File: src/rtl/sample_stream_pkg.sv
// Shared constants, types and helpers for the sample stream FIFO.
package sample_stream_pkg;

  localparam int STAT_W = 16;

  function automatic int level_width(input int depth);
    return $clog2(depth + 1);
  endfunction

  typedef struct packed {
    logic [STAT_W-1:0] stall;
    logic [STAT_W-1:0] backpressure;
  } stream_stats_t;

endpackage

File: src/rtl/sample_stream_fifo_mem.sv
// Register-array storage for the sample stream FIFO: synchronous write,
// asynchronous read, synchronous active-low clear of every entry.
module sample_stream_fifo_mem
  import sample_stream_pkg::*;
#(
  parameter int DATA_WIDTH = 8,
  parameter int DEPTH      = 4,
  localparam int AW        = $clog2(DEPTH)
) (
  input  logic                  clk,
  input  logic                  rst_n,
  input  logic                  wr_en_i,
  input  logic [AW-1:0]         wr_addr_i,
  input  logic [DATA_WIDTH-1:0] wr_data_i,
  input  logic [AW-1:0]         rd_addr_i,
  output logic [DATA_WIDTH-1:0] rd_data_o
);

  logic [DATA_WIDTH-1:0] mem_q [DEPTH];

  always_ff @(posedge clk) begin
    if (!rst_n) begin
      for (int i = 0; i < DEPTH; i++) begin
        mem_q[i] <= '0;
      end
    end else if (wr_en_i) begin
      mem_q[wr_addr_i] <= wr_data_i;
    end
  end

  assign rd_data_o = mem_q[rd_addr_i];

endmodule

File: src/rtl/sample_stream_fifo.sv
// First-word-fall-through valid/ready FIFO with occupancy and synchronous flush.
// Define SAMPLE_STREAM_FIFO_STATS_EN to add saturating stall/backpressure counters.
module sample_stream_fifo
  import sample_stream_pkg::*;
#(
  parameter int DATA_WIDTH = 8,
  parameter int DEPTH      = 4,
  localparam int LEVEL_W   = level_width(DEPTH)
) (
  input  logic                  clk,
  input  logic                  rst_n,
  input  logic                  flush,
  input  logic                  stream_in_valid,
  output logic                  stream_in_ready,
  input  logic [DATA_WIDTH-1:0] stream_in_data,
  output logic                  stream_out_valid,
  input  logic                  stream_out_ready,
  output logic [DATA_WIDTH-1:0] stream_out_data,
  output logic [LEVEL_W-1:0]    level,
  output logic                  full,
  output logic                  empty
`ifdef SAMPLE_STREAM_FIFO_STATS_EN
  ,
  output logic [STAT_W-1:0]     stall_count,
  output logic [STAT_W-1:0]     backpressure_count
`endif
);

  localparam int AW = $clog2(DEPTH);

  logic [AW-1:0]      wrPtr_q, wrPtr_d;
  logic [AW-1:0]      rdPtr_q, rdPtr_d;
  logic [LEVEL_W-1:0] level_q, level_d;
  logic               doPush;
  logic               doPop;

  // Status comes only from the level register, so ready/valid never loop back.
  assign full             = (level_q == LEVEL_W'(DEPTH));
  assign empty            = (level_q == '0);
  assign level            = level_q;
  assign stream_in_ready  = !full;
  assign stream_out_valid = !empty;
  assign doPush           = stream_in_valid && stream_in_ready;
  assign doPop            = stream_out_valid && stream_out_ready;

  always_comb begin
    wrPtr_d = wrPtr_q;
    rdPtr_d = rdPtr_q;
    level_d = level_q;
    if (flush) begin
      wrPtr_d = '0;
      rdPtr_d = '0;
      level_d = '0;
    end else begin
      if (doPush) wrPtr_d = wrPtr_q + 1'b1;
      if (doPop)  rdPtr_d = rdPtr_q + 1'b1;
      case ({doPush, doPop})
        2'b10:   level_d = level_q + 1'b1;
        2'b01:   level_d = level_q - 1'b1;
        default: level_d = level_q;
      endcase
    end
  end

  always_ff @(posedge clk) begin
    if (!rst_n) begin
      wrPtr_q <= '0;
      rdPtr_q <= '0;
      level_q <= '0;
    end else begin
      wrPtr_q <= wrPtr_d;
      rdPtr_q <= rdPtr_d;
      level_q <= level_d;
    end
  end

  // A push coinciding with flush must not land in storage.
  sample_stream_fifo_mem #(
    .DATA_WIDTH(DATA_WIDTH),
    .DEPTH     (DEPTH)
  ) u_mem (
    .clk      (clk),
    .rst_n    (rst_n),
    .wr_en_i  (doPush && !flush),
    .wr_addr_i(wrPtr_q),
    .wr_data_i(stream_in_data),
    .rd_addr_i(rdPtr_q),
    .rd_data_o(stream_out_data)
  );

`ifdef SAMPLE_STREAM_FIFO_STATS_EN
  stream_stats_t stats_q, stats_d;

  // Counters survive flush; only reset clears them.
  always_comb begin
    stats_d = stats_q;
    if (stream_out_valid && !stream_out_ready && (stats_q.stall != '1))
      stats_d.stall = stats_q.stall + 1'b1;
    if (stream_in_valid && !stream_in_ready && (stats_q.backpressure != '1))
      stats_d.backpressure = stats_q.backpressure + 1'b1;
  end

  always_ff @(posedge clk) begin
    if (!rst_n) begin
      stats_q <= '0;
    end else begin
      stats_q <= stats_d;
    end
  end

  assign stall_count        = stats_q.stall;
  assign backpressure_count = stats_q.backpressure;
`endif

endmodule
File: config.mk
export PLATFORM = sky130hd
export DESIGN_NAME = sample_stream_fifo
export DESIGN_NICKNAME = d
export VERILOG_FILES = /design/src/rtl/sample_stream_pkg.sv /design/src/rtl/sample_stream_fifo_mem.sv /design/src/rtl/sample_stream_fifo.sv
export SDC_FILE = /design/constraint.sdc
export NUM_CORES = 1
export LEC_CHECK = 0
export BUFFER_PORTS_ARGS = -buffer_cell sky130_fd_sc_hd__buf_2
export CAP_MARGIN = 25
export CORE_ASPECT_RATIO = 0.75
export CORE_UTILIZATION = 58
export DETAILED_ROUTE_END_ITERATION = 7
export PLACE_DENSITY = 0.84
export SKIP_LAST_GASP = 1
export SLEW_MARGIN = 0
export SYNTH_ARGS = -nofsm -noshare
export SYNTH_HDL_FRONTEND = slang
export SYNTH_HIERARCHICAL = 1
export SYNTH_SLANG_ARGS = --single-unit
File: constraint.sdc
create_clock -name clk -period 5.5 [get_ports clk]
set_input_delay 0.825 -clock clk [delete_from_list [all_inputs] [get_ports clk]]
set_output_delay 0.825 -clock clk [all_outputs]
set_load 0.1 [all_outputs]
== Word level (Yosys, flattened, before mapping) ==
Memories as Yosys holds them, arrays and structs flattened. A register that Yosys moved wholly into a read port is not among the register bits.
Cells that the tools add are included.
Operators by class
  bitwise gates (word level): 1
  $add $sub $neg: 4
  reduce and logical (&&, ||, !) cells: 10
  muxes and demuxes: 10
  equality and inequality tests: 3
Operator list (count)
  $mux W8: 1
  $reduce_or A8 Y1: 1
  $mux W2: 3
  $pmux W3 S2: 1
  $mux W1: 5
  $add A2 B1 Y2 const B: 2
  $add A3 B1 Y3 const B: 1
  $eq A3 B3 Y1 const B: 1
  $logic_and A1 B1 Y1: 3
  $logic_not A1 Y1: 3
  $logic_not A3 Y1: 1
  $sub A3 B1 Y3 const B: 1
  $eq A2 B1 Y1 const B: 1
  $eq A2 B2 Y1 const B: 1
  $reduce_bool A2 Y1: 1
  $reduce_or A2 Y1: 1
  $not A1 Y1: 1
Storage, ports and cells
  word-level logic and storage cells: 32
  input bits: 13
  memory bits (writable): 32
  register bits after elaboration: 7
  memories: 1
  output and inout port bits: 15
Memories
  u_mem.mem_q: depth 4, width 8, rd ports 1, clocked after memory_dff 1, wr ports 4, RTL line sample_stream_fifo_mem.sv:19  | logic [DATA_WIDTH-1:0] mem_q [DEPTH];

== Depth between registers and ports, before layout ==
Gate-level depths: netlist of run 1.
  depth after elaboration: 9
  gate-level depth with buffers: 8
  mapped depth without buffers: 8

== Hierarchy ==
The synthesis of run 1 kept the hierarchy.
Modules (own cells, without submodules)
  sample_stream_fifo_mem: sequential area each 960.9 µm², cells each 87, times used 1, area each 1437.6 µm²
  sample_stream_fifo: sequential area each 140.1 µm², cells each 45, times used 1, area each 369.1 µm²

== Worst setup path before layout of run 1 ==
OpenSTA, ideal clock, no wires.
  kind: register to register
  start point: register level_q[2], in the netlist level[2]
  end point: register level_q[2], in the netlist level[2]
  arrival time: 3010 ps
  required time: 5430 ps
  clock period less this slack: 3080 ps
  setup time: 70 ps
  stages on the path, launching flop included: 9
  setup slack: 2420 ps
  cells stage by stage: dfxtp_1 or3b_4 nand2_1 ha_1 inv_1 fa_1 xor2_1 or3_2 a21oi_1
On the way
  word-level cells in the longest chain between the ends: 5
  elaborated cells on any way between the ends: 12
Ends and longest elaborated chain
  start: declaration: RTL line sample_stream_fifo.sv:33  | logic [LEVEL_W-1:0] level_q, level_d;
  start signal: assignment: RTL line sample_stream_fifo.sv:73  | level_q <= level_d;
  $eq A3 B3 Y1 *: RTL line sample_stream_fifo.sv:38  | assign full = (level_q == LEVEL_W'(DEPTH));
  $logic_not A1 Y1 *: RTL line sample_stream_fifo.sv:41  | assign stream_in_ready = !full;
  net stream_in_ready: RTL line sample_stream_fifo.sv:14  | output logic stream_in_ready,
  $logic_and A1 B1 Y1 *: RTL line sample_stream_fifo.sv:43  | assign doPush = stream_in_valid && stream_in_ready;
  $eq A2 B1 Y1 / $eq A2 B2 Y1 (equally long branches): RTL line sample_stream_fifo.sv:57  | case ({doPush, doPop})
  $pmux W3 S2 / $reduce_bool A2 Y1 (equally long branches)
Mark *: on every way through the listed nets, which the timed path passes. The rest lies on a longest branch.
A chain may end at the register's enable or synchronous reset.

==> results of run 1 <==
-- registers in the layout, indices dropped and copies added (netlist names) --
signal and cells:
level 3, rdPtr_q 2, u_mem/mem_q 32, wrPtr_q 2
-- final timing paths --
check	startpoint	end
worst max-delay path	rdPtr_q[0]	stream_out_data[3]
worst min-delay path	level[2]	level[2]
worst max register to register	level[2]	level[2]
worst min register to register	level[2]	level[2]
-- Yosys cell counts (all sizes together) --
cell type and count:
inv 7, nor2b 1, and4bb 1, ha 1, and2 25, a21oi 5
or3b 1, and3 8, or3 5, xor2 2, buf 1, nor2 4
and4b 2, nand2 6, nand3 1, nand4b 1, dfxtp 7, nand3b 1
clkbuf 3, o21ai 7, fa 1, edfxtp 32, mux4 8, nand2b 2
-- power by group through the flow --
stage / Clock (µW) / Sequential [µW] / Combinational, µW
finish: 184 / 338 / 97.9
global placement: 0 / 343 / 94.7
global route: 197 / 339 / 103
floorplan: 0 / 347 / 73.5
detailed placement: 0 / 345 / 97.0
CTS: 185 / 338 / 97.2
-- worst reg2reg max path: stages (launching register included) --
cell                      delay [ps]
sky130_fd_sc_hd__dfxtp_1         390
sky130_fd_sc_hd__or3b_4          420
sky130_fd_sc_hd__nand2_1         100
sky130_fd_sc_hd__ha_1            180
sky130_fd_sc_hd__inv_1            60
sky130_fd_sc_hd__fa_1            380
sky130_fd_sc_hd__xor2_1          160
sky130_fd_sc_hd__or3_2           400
sky130_fd_sc_hd__a21oi_1         150
-- cell families (layout without fill, tap and decap cells) --
| family | count (synthesis) | in the layout | share of synthesized area |
|---|---|---|---|
| XOR/XNOR | 2 | 2 | 0.00970 |
| AO/OA/AOI/OAI | 12 | 12 | 0.0332 |
| flip-flops | 39 | 39 | 0.609 |
| multiplexers | 8 | 8 | 0.0997 |
| buffers and inverters | 11 | 44 | 0.0277 |
| adder cells (fa/ha/maj) | 2 | 2 | 0.0180 |
| AND/OR/NAND/NOR | 58 | 58 | 0.202 |
-- through the flow --
step | instances | util
after global placement | 193 | 0.665
after CTS | 201 | 0.692
after detailed placement | 193 | 0.665
after floorplan | 132 | -
after global routing | 203 | 0.696
final | 203 | 0.696
-- metal layers --
layer / global-route usage / share of wire
met4: 0.0603 / 0.0041
met1: 0.291 / 0.44
met3: 0.0818 / 0.057
met5: 0 / 0
met2: 0.378 / 0.50
-- area by class of cell --
cell class / instances / area (µm²) / area share
multi-input cells: 82 / 656 / 0.319
inverters: 7 / 26.3 / 0.0128
flip-flops and latches: 39 / 1100 / 0.535
clock inverters: 1 / 5.00 / 0.00243
well taps: 38 / 47.5 / 0.0231
repair buffers: 29 / 145 / 0.0706
clock buffers: 7 / 76.3 / 0.0371
==> impl_results.rst, run 1 <==
.. list-table::
   :header-rows: 1

   * - Metric
     - Value
   * - Register bit count reported by yosys
     - 39
   * - Starting density of the core
     - 0.611
   * - Category of the worst setup path launch point
     - flop
   * - Logic depth of the worst register-to-register path
     - 8
   * - Core ar.
     - 2960 µm²
   * - Clock power share
     - 0.297
   * - Crit-path cells
     - mux4_2 -> buf_2
   * - Setup ws final
     - 2760 ps
   * - Number of warnings reported in the yosys synthesis log
     - 6
   * - Mean routed wirelength per cell
     - 16.6 µm
   * - Post-route fraction of the period consumed by the critical path
     - 0.498
   * - Final setup fails
     - 0
   * - Layout Area Growth over Synthesis
     - 13.9%
   * - Placed standard-cell area
     - 1970 µm²
   * - Final sum of negative setup slack
     - 0 ps
   * - Hold Buf Count CTS
     - 0
   * - Clk_lat worst skew
     - 290 ps
   * - CTS tree
     - yes
   * - Static leakage power
     - 0.000832 µW
   * - Number of cells on the critical path
     - 2
   * - Final-layout worst hold slack
     - 530 ps
   * - Site Rows
     - 17
   * - Drt first-iter violations
     - 63
   * - Synthesized area
     - 1810 µm²
   * - Pin slew with the least headroom to its limit
     - 711 ps
   * - DR vias/cell
     - 5.65
   * - Cell count after synthesis
     - 132
   * - DRT Pass-1 Iters
     - 4
   * - Leading cell type in the layout, fill and taps excluded
     - sky130_fd_sc_hd__edfxtp_1
   * - Vias in the first global route
     - 1104
   * - Clock transition at the registers of the reported paths
     - 80 ps
   * - Most used cells in the layout excluding fill and tap cells
     - sky130_fd_sc_hd__edfxtp_1, sky130_fd_sc_hd__buf_2, sky130_fd_sc_hd__and2_1
   * - Crit Path Max Fanout
     - 11
   * - Setup repair after global routing missed its margin
     - no
   * - Total global routing track utilization
     - 0.230
   * - Hold path cells
     - 2
   * - Slowest Stage Delay on Critical Path
     - 720 ps
   * - Crit path buffers/inverters
     - 1
   * - Share of final-layout standard cells stronger than drive strength 1
     - 0.291
   * - P_int
     - 443 µW
   * - Maximum Capacitance Violations
     - 0
   * - IO Count
     - 28
   * - Critical path data required time
     - 4680 ps
   * - Post-synthesis area per instance
     - 13.7 µm²
   * - Buffers on Ports
     - 27
   * - Fmax
     - 365 MHz
   * - Crit path kind
     - flop to output port
   * - Switching power total
     - 176 µW
   * - Cell type contributing the most total cell area after synthesis
     - sky130_fd_sc_hd__edfxtp_1
   * - First-pass GRT wire length
     - 5270 µm
   * - Cell area power density
     - 301 nW/µm²
   * - Vias
     - 1146
   * - VDD IR-drop max
     - 0.205 mV
   * - Portion of total power attributed to combinational logic
     - 0.158
   * - Worst Path Arrival
     - 1910 ps
   * - Floorplan die area
     - 3340 µm²
   * - Total design power
     - 619 µW
   * - Post-cts resize count
     - 0
   * - Routed wire length
     - 3380 µm
   * - Fin Clk Skew
     - 9.75 ps
   * - Width of the chip
     - 66.4 µm
   * - CTS sink cnt
     - 39
   * - Cell at the root of the clock tree
     - sky130_fd_sc_hd__clkbuf_8
   * - Seq pwr share
     - 0.545
   * - Cell types occupying the most area after synthesis
     - sky130_fd_sc_hd__edfxtp_1, sky130_fd_sc_hd__mux4_2, sky130_fd_sc_hd__and2_1
   * - Crit path max-delay cell type
     - sky130_fd_sc_hd__dfxtp_1
   * - Slew Limit Fails
     - 0
   * - Final Hold Vio Count
     - 0
   * - Crit path max-delay family
     - flip-flops
   * - Proportion of synthesized chip area in sequential cells
     - 0.609
   * - Sort of element at the end of the critical path
     - output port
   * - # H-tree levels
     - 2
   * - Antenna violations before repair
     - 0
   * - Remaining antenna violation count after routing
     - 0
   * - Register-to-register setup slack
     - 3200 ps
   * - Synthesized Nets
     - 147
   * - Diode insertion count for antenna repair
     - 0
   * - Deepest clock path buffer count
     - 2
   * - DP HPWL
     - 2440 µm
   * - Synth top area share
     - 0.532
   * - Clock period minus worst slack
     - 2740 ps
   * - Fraction of power spent switching nets
     - 0.285
   * - Inserted Clock Buffers
     - 5
   * - Final non-filler cell area
     - 2060 µm²
   * - Post-CTS Repair Setup Buffers
     - 0
   * - Vert. Die Dim
     - 50.3 µm
   * - Setup slack at placement
     - 2450 ps
   * - Min-Delay Path Class
     - flop to flop
   * - Outcome
     - complete, no violations
   * - Number of distinct standard cells referenced by the synthesized netlist
     - 29
   * - Relative slew slack
     - 0.524
   * - DRC violation count after routing
     - 0
   * - Maximum number of pins on one net before global-route repair
     - 18
   * - Fill cell instance count of the final layout
     - 227
   * - Placer Congestion
     - 0.798
   * - Total number of nets in the final design
     - 179
   * - Sum of overflow across all layers after global routing
     - 0
(Power assumes the default switching activity.)
==> inputs of run 2 (changes only) <==
- ABC_AREA: not set -> 1
- CORE_UTILIZATION: 58 -> 51
- PLACE_DENSITY: 0.84 -> 0.78
- clock period: 5.5 -> 2.45 ns (I/O delays scaled with it)
==> impl_results.rst, run 2 <==
.. list-table::
   :header-rows: 1

   * - Metric
     - Value
   * - Pin slew with the least headroom to its limit
     - 485 ps
   * - Flip-flop count of the largest register after layout
     - 32
   * - Diode insertion count for antenna repair
     - 0
   * - Mean routed wirelength per cell
     - 11.8 µm
   * - CTS sink cnt
     - 39
   * - Core ar.
     - 3730 µm²
   * - Maximum Capacitance Violations
     - 0
   * - Area occupied by multi-input gates
     - 676 µm²
   * - Routed wire length
     - 3820 µm
   * - Starting density of the core
     - 0.544
   * - Reg with most FFs
     - u_mem/mem_q
   * - Setup repair after global routing missed its margin
     - no
   * - Layout Area Growth over Synthesis
     - 15.7%
   * - DP HPWL
     - 2780 µm
   * - Remaining antenna violation count after routing
     - 0
   * - Most used cells in the layout excluding fill and tap cells
     - sky130_fd_sc_hd__nand2_1, sky130_fd_sc_hd__inv_1, sky130_fd_sc_hd__edfxtp_1
   * - Worst Path Arrival
     - 1760 ps
   * - Final setup fails
     - 0
   * - IO Count
     - 28
   * - Register-to-register setup slack
     - 480 ps
   * - DR vias/cell
     - 4.78
   * - Cell type contributing the most total cell area after synthesis
     - sky130_fd_sc_hd__edfxtp_1
   * - Fin Clk Skew
     - 4.08 ps
   * - DRT Pass-1 Iters
     - 4
   * - Post-CTS Repair Setup Buffers
     - 0
   * - Floorplan die area
     - 4240 µm²
   * - Outcome
     - complete, no violations
   * - Synth top area share
     - 0.473
   * - Share of synthesized flip-flops with an asynchronous set or reset
     - 0
   * - Final sum of negative setup slack
     - 0 ps
   * - Vert. Die Dim
     - 56.6 µm
   * - # H-tree levels
     - 2
   * - Clk_lat worst skew
     - 300 ps
   * - Crit Path Max Fanout
     - 16
   * - Slew Limit Fails
     - 0
   * - Sequential Area
     - 1100 µm²
   * - Fill cell instance count of the final layout
     - 337
   * - Crit path kind
     - flop to output port
   * - Cell at the root of the clock tree
     - sky130_fd_sc_hd__clkbuf_8
   * - Total design power
     - 1680 µW
   * - Sort of element at the end of the critical path
     - output port
   * - Drt first-iter violations
     - 76
   * - Final non-filler cell area
     - 2350 µm²
   * - Final Hold Vio Count
     - 0
   * - Placed standard-cell area
     - 2210 µm²
   * - VDD IR-drop max
     - 0.464 mV
   * - Number of warnings reported in the yosys synthesis log
     - 6
   * - Most instantiated library cell after synthesis
     - sky130_fd_sc_hd__nand2_1
   * - Synthesized area
     - 2030 µm²
   * - Clock period minus worst slack
     - 2130 ps
   * - Maximum number of pins on one net before global-route repair
     - 19
   * - DRC violation count after routing
     - 0
   * - Relative slew slack
     - 0.679
   * - Fmax
     - 470 MHz
   * - Static leakage power
     - 0.00115 µW
   * - Cell count after synthesis
     - 239
   * - Critical Path Start
     - rdPtr_q[0]
   * - First-pass GRT wire length
     - 6340 µm
   * - Last element of the critical path
     - stream_out_data[2]
   * - Clock transition at the registers of the reported paths
     - 80 ps
   * - Synthesized Nets
     - 254
   * - Placer Congestion
     - 0.870
   * - Total number of nets in the final design
     - 285
   * - Deepest clock path buffer count
     - 2
   * - Logic depth of the worst register-to-register path
     - 8
   * - Total global routing track utilization
     - 0.212
   * - Capture point of the worst reg-to-reg path
     - u_mem/mem_q[0][6]
   * - Register bit count reported by yosys
     - 39
   * - Sum of overflow across all layers after global routing
     - 0
   * - Width of the chip
     - 74.9 µm
   * - Leading register cell type out of synthesis
     - sky130_fd_sc_hd__edfxtp_1
   * - Startpoint of the lowest-slack register-to-register path
     - level[0]
   * - Antenna violations before repair
     - 0
   * - Min-Delay Path Class
     - input port to flop
   * - Number of distinct standard cells referenced by the synthesized netlist
     - 22
   * - Category of the worst setup path launch point
     - flop
   * - Number of flops mapped to enable cells by yosys
     - 32
   * - Cell types occupying the most area after synthesis
     - sky130_fd_sc_hd__edfxtp_1, sky130_fd_sc_hd__nand2_1, sky130_fd_sc_hd__inv_1
   * - Cell area power density
     - 716 nW/µm²
   * - Buffers on Ports
     - 27
   * - Inserted Clock Buffers
     - 5
   * - Leading cell type in the layout, fill and taps excluded
     - sky130_fd_sc_hd__nand2_1
   * - Vias
     - 1543
   * - CTS tree
     - yes
   * - Site Rows
     - 19
   * - Leading cell types by count after synthesis
     - sky130_fd_sc_hd__nand2_1, sky130_fd_sc_hd__inv_1, sky130_fd_sc_hd__edfxtp_1, sky130_fd_sc_hd__nor2_1, sky130_fd_sc_hd__nand3_1
   * - Post-synthesis area per instance
     - 8.50 µm²
   * - Share of final-layout standard cells stronger than drive strength 1
     - 0.203
   * - Proportion of synthesized chip area in sequential cells
     - 0.542
   * - Critical path data required time
     - 2080 ps
   * - Post-route fraction of the period consumed by the critical path
     - 0.868
   * - Hold Buf Count CTS
     - 0
   * - Post-cts resize count
     - 0
   * - Vias in the first global route
     - 1378
-- run 2: cell count changes after synthesis, sizes merged, moves of 4 or more --
cell   previous run  this run
and3              8         0
nand2             6        65
nor3              0         8
nand3             1        22
o21ai             7         3
or3               5         0
buf               1         5
nor2              4        32
inv               7        58
mux4              8         0
and2             25         0
-- run 2: through the flow --
step	cells	setup slack (ps)	hold WS, ps	utilization
3_5_place_dp	315	490	482	0.593
4_1_cts	323	300	364	0.630
3_3_place_gp	315	550	469	0.593
2_1_floorplan	239	1.40	471	-
5_1_grt	323	175	376	0.630
6_report	323	323	375	0.630
-- run 2: cells by family (layout without fill, tap and decap cells) --
group	Yosys count	count (layout)	synth area share
compound gates	8	8	0.0216
fa+ha+maj	2	2	0.0160
buf+inv	63	95	0.125
flops	39	39	0.542
simple gates	127	127	0.295
-- run 2: worst min-delay path by stage --
stage | from | end | slack [ps] | depth (start not counted)
6_report | stream_in_valid | wrPtr_q[0] | 370 | 3
3_3_place_gp | level[0] | level[0] | 470 | 1
4_1_cts | stream_out_ready | rdPtr_q[1] | 360 | 3
2_1_floorplan | rdPtr_q[1] | rdPtr_q[1] | 470 | 2
3_5_place_dp | level[0] | level[0] | 480 | 1
5_1_grt | stream_in_valid | wrPtr_q[0] | 380 | 3
-- run 2: power breakdown --
part | leakage [µW] | total, µW | switching (µW) | internal, µW
Clock | 0.0000644 | 638 | 232 | 406
Combinational | 0.000692 | 286 | 233 | 52.1
Sequential | 0.000389 | 760 | 14.0 | 746
Total | 0.00115 | 1680 | 479 | 1200
-- run 2: critical path, cell delays in order, from the launching register on --
cell	delay, ps
sky130_fd_sc_hd__dfxtp_1	550
sky130_fd_sc_hd__inv_2	210
sky130_fd_sc_hd__nand2_1	100
sky130_fd_sc_hd__nand3_1	90
sky130_fd_sc_hd__nand2_1	90
sky130_fd_sc_hd__buf_2	420
-- run 2: metal layers --
metal / track usage / part of all wire
met5: 0 / 0
met4: 0.0997 / 0.014
met3: 0.0700 / 0.068
met2: 0.290 / 0.44
met1: 0.303 / 0.48
-- run 2: final cells by class --
cell class | instances | area share
flip-flops and latches | 39 | 0.470
repair buffers | 29 | 0.0639
well taps | 52 | 0.0277
clock inverters | 3 | 0.0288
inverters | 58 | 0.0927
multi-input cells | 137 | 0.288
clock buffers | 5 | 0.0293
==> inputs of run 3 (changes only) <==
==> constraint.sdc (replaced) <==
create_clock -name clk -period 2.45 [get_ports clk]
set_input_delay 0.245 -clock clk [delete_from_list [all_inputs] [get_ports clk]]
set_output_delay 0.245 -clock clk [all_outputs]
set_load 0.1 [all_outputs]
==> impl_results.rst, run 3 (synthesis gave the netlist of run 2 again) <==
.. list-table::
   :header-rows: 1

   * - Metric
     - Value
   * - Site Rows
     - 19
   * - Min-Delay Path Class
     - input port to flop
   * - Floorplan die area
     - 4240 µm²
   * - Final Hold Vio Count
     - 0
   * - Capture point of the worst reg-to-reg path
     - u_mem/mem_q[0][3]
   * - First-pass GRT wire length
     - 5780 µm
   * - Register-to-register setup slack
     - 600 ps
   * - Post-route fraction of the period consumed by the critical path
     - 0.835
   * - Core ar.
     - 3730 µm²
   * - Total design power
     - 1450 µW
   * - Slew Limit Fails
     - 0
   * - Antenna violations before repair
     - 0
   * - DRT Pass-1 Iters
     - 4
   * - Category of the worst setup path launch point
     - flop
   * - Sum of overflow across all layers after global routing
     - 0
   * - Remaining antenna violation count after routing
     - 0
   * - Cell area power density
     - 631 nW/µm²
   * - Pin slew with the least headroom to its limit
     - 491 ps
   * - Final sum of negative setup slack
     - 0 ps
   * - Most used cells in the layout excluding fill and tap cells
     - sky130_fd_sc_hd__nand2_1, sky130_fd_sc_hd__inv_1, sky130_fd_sc_hd__edfxtp_1
   * - Vert. Die Dim
     - 56.6 µm
   * - Final-layout worst hold slack
     - 264 ps
   * - Leading cell type in the layout, fill and taps excluded
     - sky130_fd_sc_hd__nand2_1
   * - Logic depth of the worst register-to-register path
     - 8
   * - IO Count
     - 28
   * - Crit-path cells
     - inv_2 -> nand2_1 -> nand3_1 -> nand2_1 -> buf_2
   * - Source of the worst hold timing path
     - stream_out_ready
   * - Clock transition at the registers of the reported paths
     - 70 ps
   * - CTS sink cnt
     - 39
   * - Crit path kind
     - flop to output port
   * - Starting density of the core
     - 0.544
   * - Fill cell instance count of the final layout
     - 324
   * - Clock period minus worst slack
     - 2040 ps
   * - # H-tree levels
     - 2
   * - Layout Area Growth over Synthesis
     - 13.0%
   * - Diode insertion count for antenna repair
     - 0
   * - Post-CTS Repair Setup Buffers
     - 0
   * - Crit path max-delay cell type
     - sky130_fd_sc_hd__dfxtp_1
   * - Placer Congestion
     - 0.848
   * - Outcome
     - complete, no violations
   * - Crit Path Max Fanout
     - 16
   * - Hold path cells
     - 4
   * - Share of final-layout standard cells stronger than drive strength 1
     - 0.196
   * - Fmax
     - 489 MHz
   * - CTS tree
     - yes
   * - Deepest clock path buffer count
     - 2
   * - Total number of nets in the final design
     - 285
   * - Crit path max-delay family
     - buffers and inverters
   * - Sort of element at the end of the critical path
     - output port
   * - DRC violation count after routing
     - 0
   * - Clk_lat worst skew
     - 290 ps
   * - Drt first-iter violations
     - 45
   * - Post-layout util
     - 0.615
   * - Final setup fails
     - 0
   * - Post-cts resize count
     - 0
   * - Static leakage power
     - 0.00112 µW
   * - Cell at the root of the clock tree
     - sky130_fd_sc_hd__clkbuf_8
   * - Buffers on Ports
     - 27
   * - Vias in the first global route
     - 1284
   * - Vias
     - 1492
   * - Fin Clk Skew
     - 5.34 ps
   * - Width of the chip
     - 74.9 µm
   * - Hold Buf Count CTS
     - 0
   * - Maximum number of pins on one net before global-route repair
     - 19
   * - Worst Path Arrival
     - 1800 ps
   * - Inserted Clock Buffers
     - 5
   * - Total global routing track utilization
     - 0.191
   * - Final cell count without fillers
     - 323
   * - DP HPWL
     - 2750 µm
   * - Slowest Stage Delay on Critical Path
     - 580 ps
   * - Reg with most FFs
     - u_mem/mem_q
   * - Placed insts
     - 315
   * - Area occupied by multi-input gates
     - 676 µm²
   * - Flip-flop count of the largest register after layout
     - 32
   * - End of the worst hold path
     - rdPtr_q[0]
   * - Startpoint of the lowest-slack register-to-register path
     - level[0]
   * - Relative slew slack
     - 0.675
   * - Mean routed wirelength per cell
     - 11.3 µm
   * - Cell type with the highest occurrence count on the critical path
     - sky130_fd_sc_hd__nand2_1
   * - Maximum Capacitance Violations
     - 0
   * - Critical path data required time
     - 2200 ps
   * - VDD IR-drop max
     - 0.417 mV
   * - DR vias/cell
     - 4.62
   * - Crit path buffers/inverters
     - 2
   * - Routed wire length
     - 3640 µm
   * - Setup repair after global routing missed its margin
     - no
   * - Sequential Area
     - 1100 µm²
==> run 3: changes by cell type in the layout (fill, tap and decap cells not counted), sizes merged <==
cell / before / now
clkbuf: 5 / 6
clkinv: 0 / 2
clkinvlp: 1 / 0
bufinv: 2 / 0
==> run 3: worst max path at each step <==
stage	to	from	cells after the start	slack, ps
2_1_floorplan	level[2]	level[2]	13	1
3_3_place_gp	u_mem/mem_q[0][1]	level[0]	8	680
3_5_place_dp	u_mem/mem_q[0][4]	level[0]	8	610
4_1_cts	stream_out_data[6]	rdPtr_q[0]	5	380
5_1_grt	stream_out_data[5]	rdPtr_q[0]	5	230
6_report	stream_out_data[2]	rdPtr_q[0]	5	410
==> run 3: final cells by class <==
class / count / share of cell area
clock inverter: 2 / 0.00382
timing repair buffer: 29 / 0.0654
clock buffer: 6 / 0.0316
inverter: 58 / 0.0949
sequential: 39 / 0.481
tap: 52 / 0.0284
multi-input combinational: 137 / 0.294
==> run 3: report_power, final <==
group	switching, µW	internal (µW)
clock	209	195
combinational	231	52.1
sequential	14.3	746
total	455	993
==> run 3: through the flow <==
step | setup slack (ps) | area [µm²]
6_report | 405 | 2290
5_1_grt | 231 | 2290
4_1_cts | 385 | 2290
3_5_place_dp | 606 | 2210
3_3_place_gp | 675 | 2210
2_1_floorplan | 1.40 | 2030
==> run 3: tightest hold or removal path, stage by stage <==
cell	delay [ps]
sky130_fd_sc_hd__buf_2	100
sky130_fd_sc_hd__nand3_1	70
sky130_fd_sc_hd__nand2_1	60
sky130_fd_sc_hd__nor2_1	40
==> run 3: layer usage <==
layer	vias up	global-route usage	share of wire
li1	792	-	-
met1	659	0.255	0.49
met2	32	0.290	0.44
met3	9	0.0664	0.057
met4	0	0.0647	0.018
met5	-	0	0
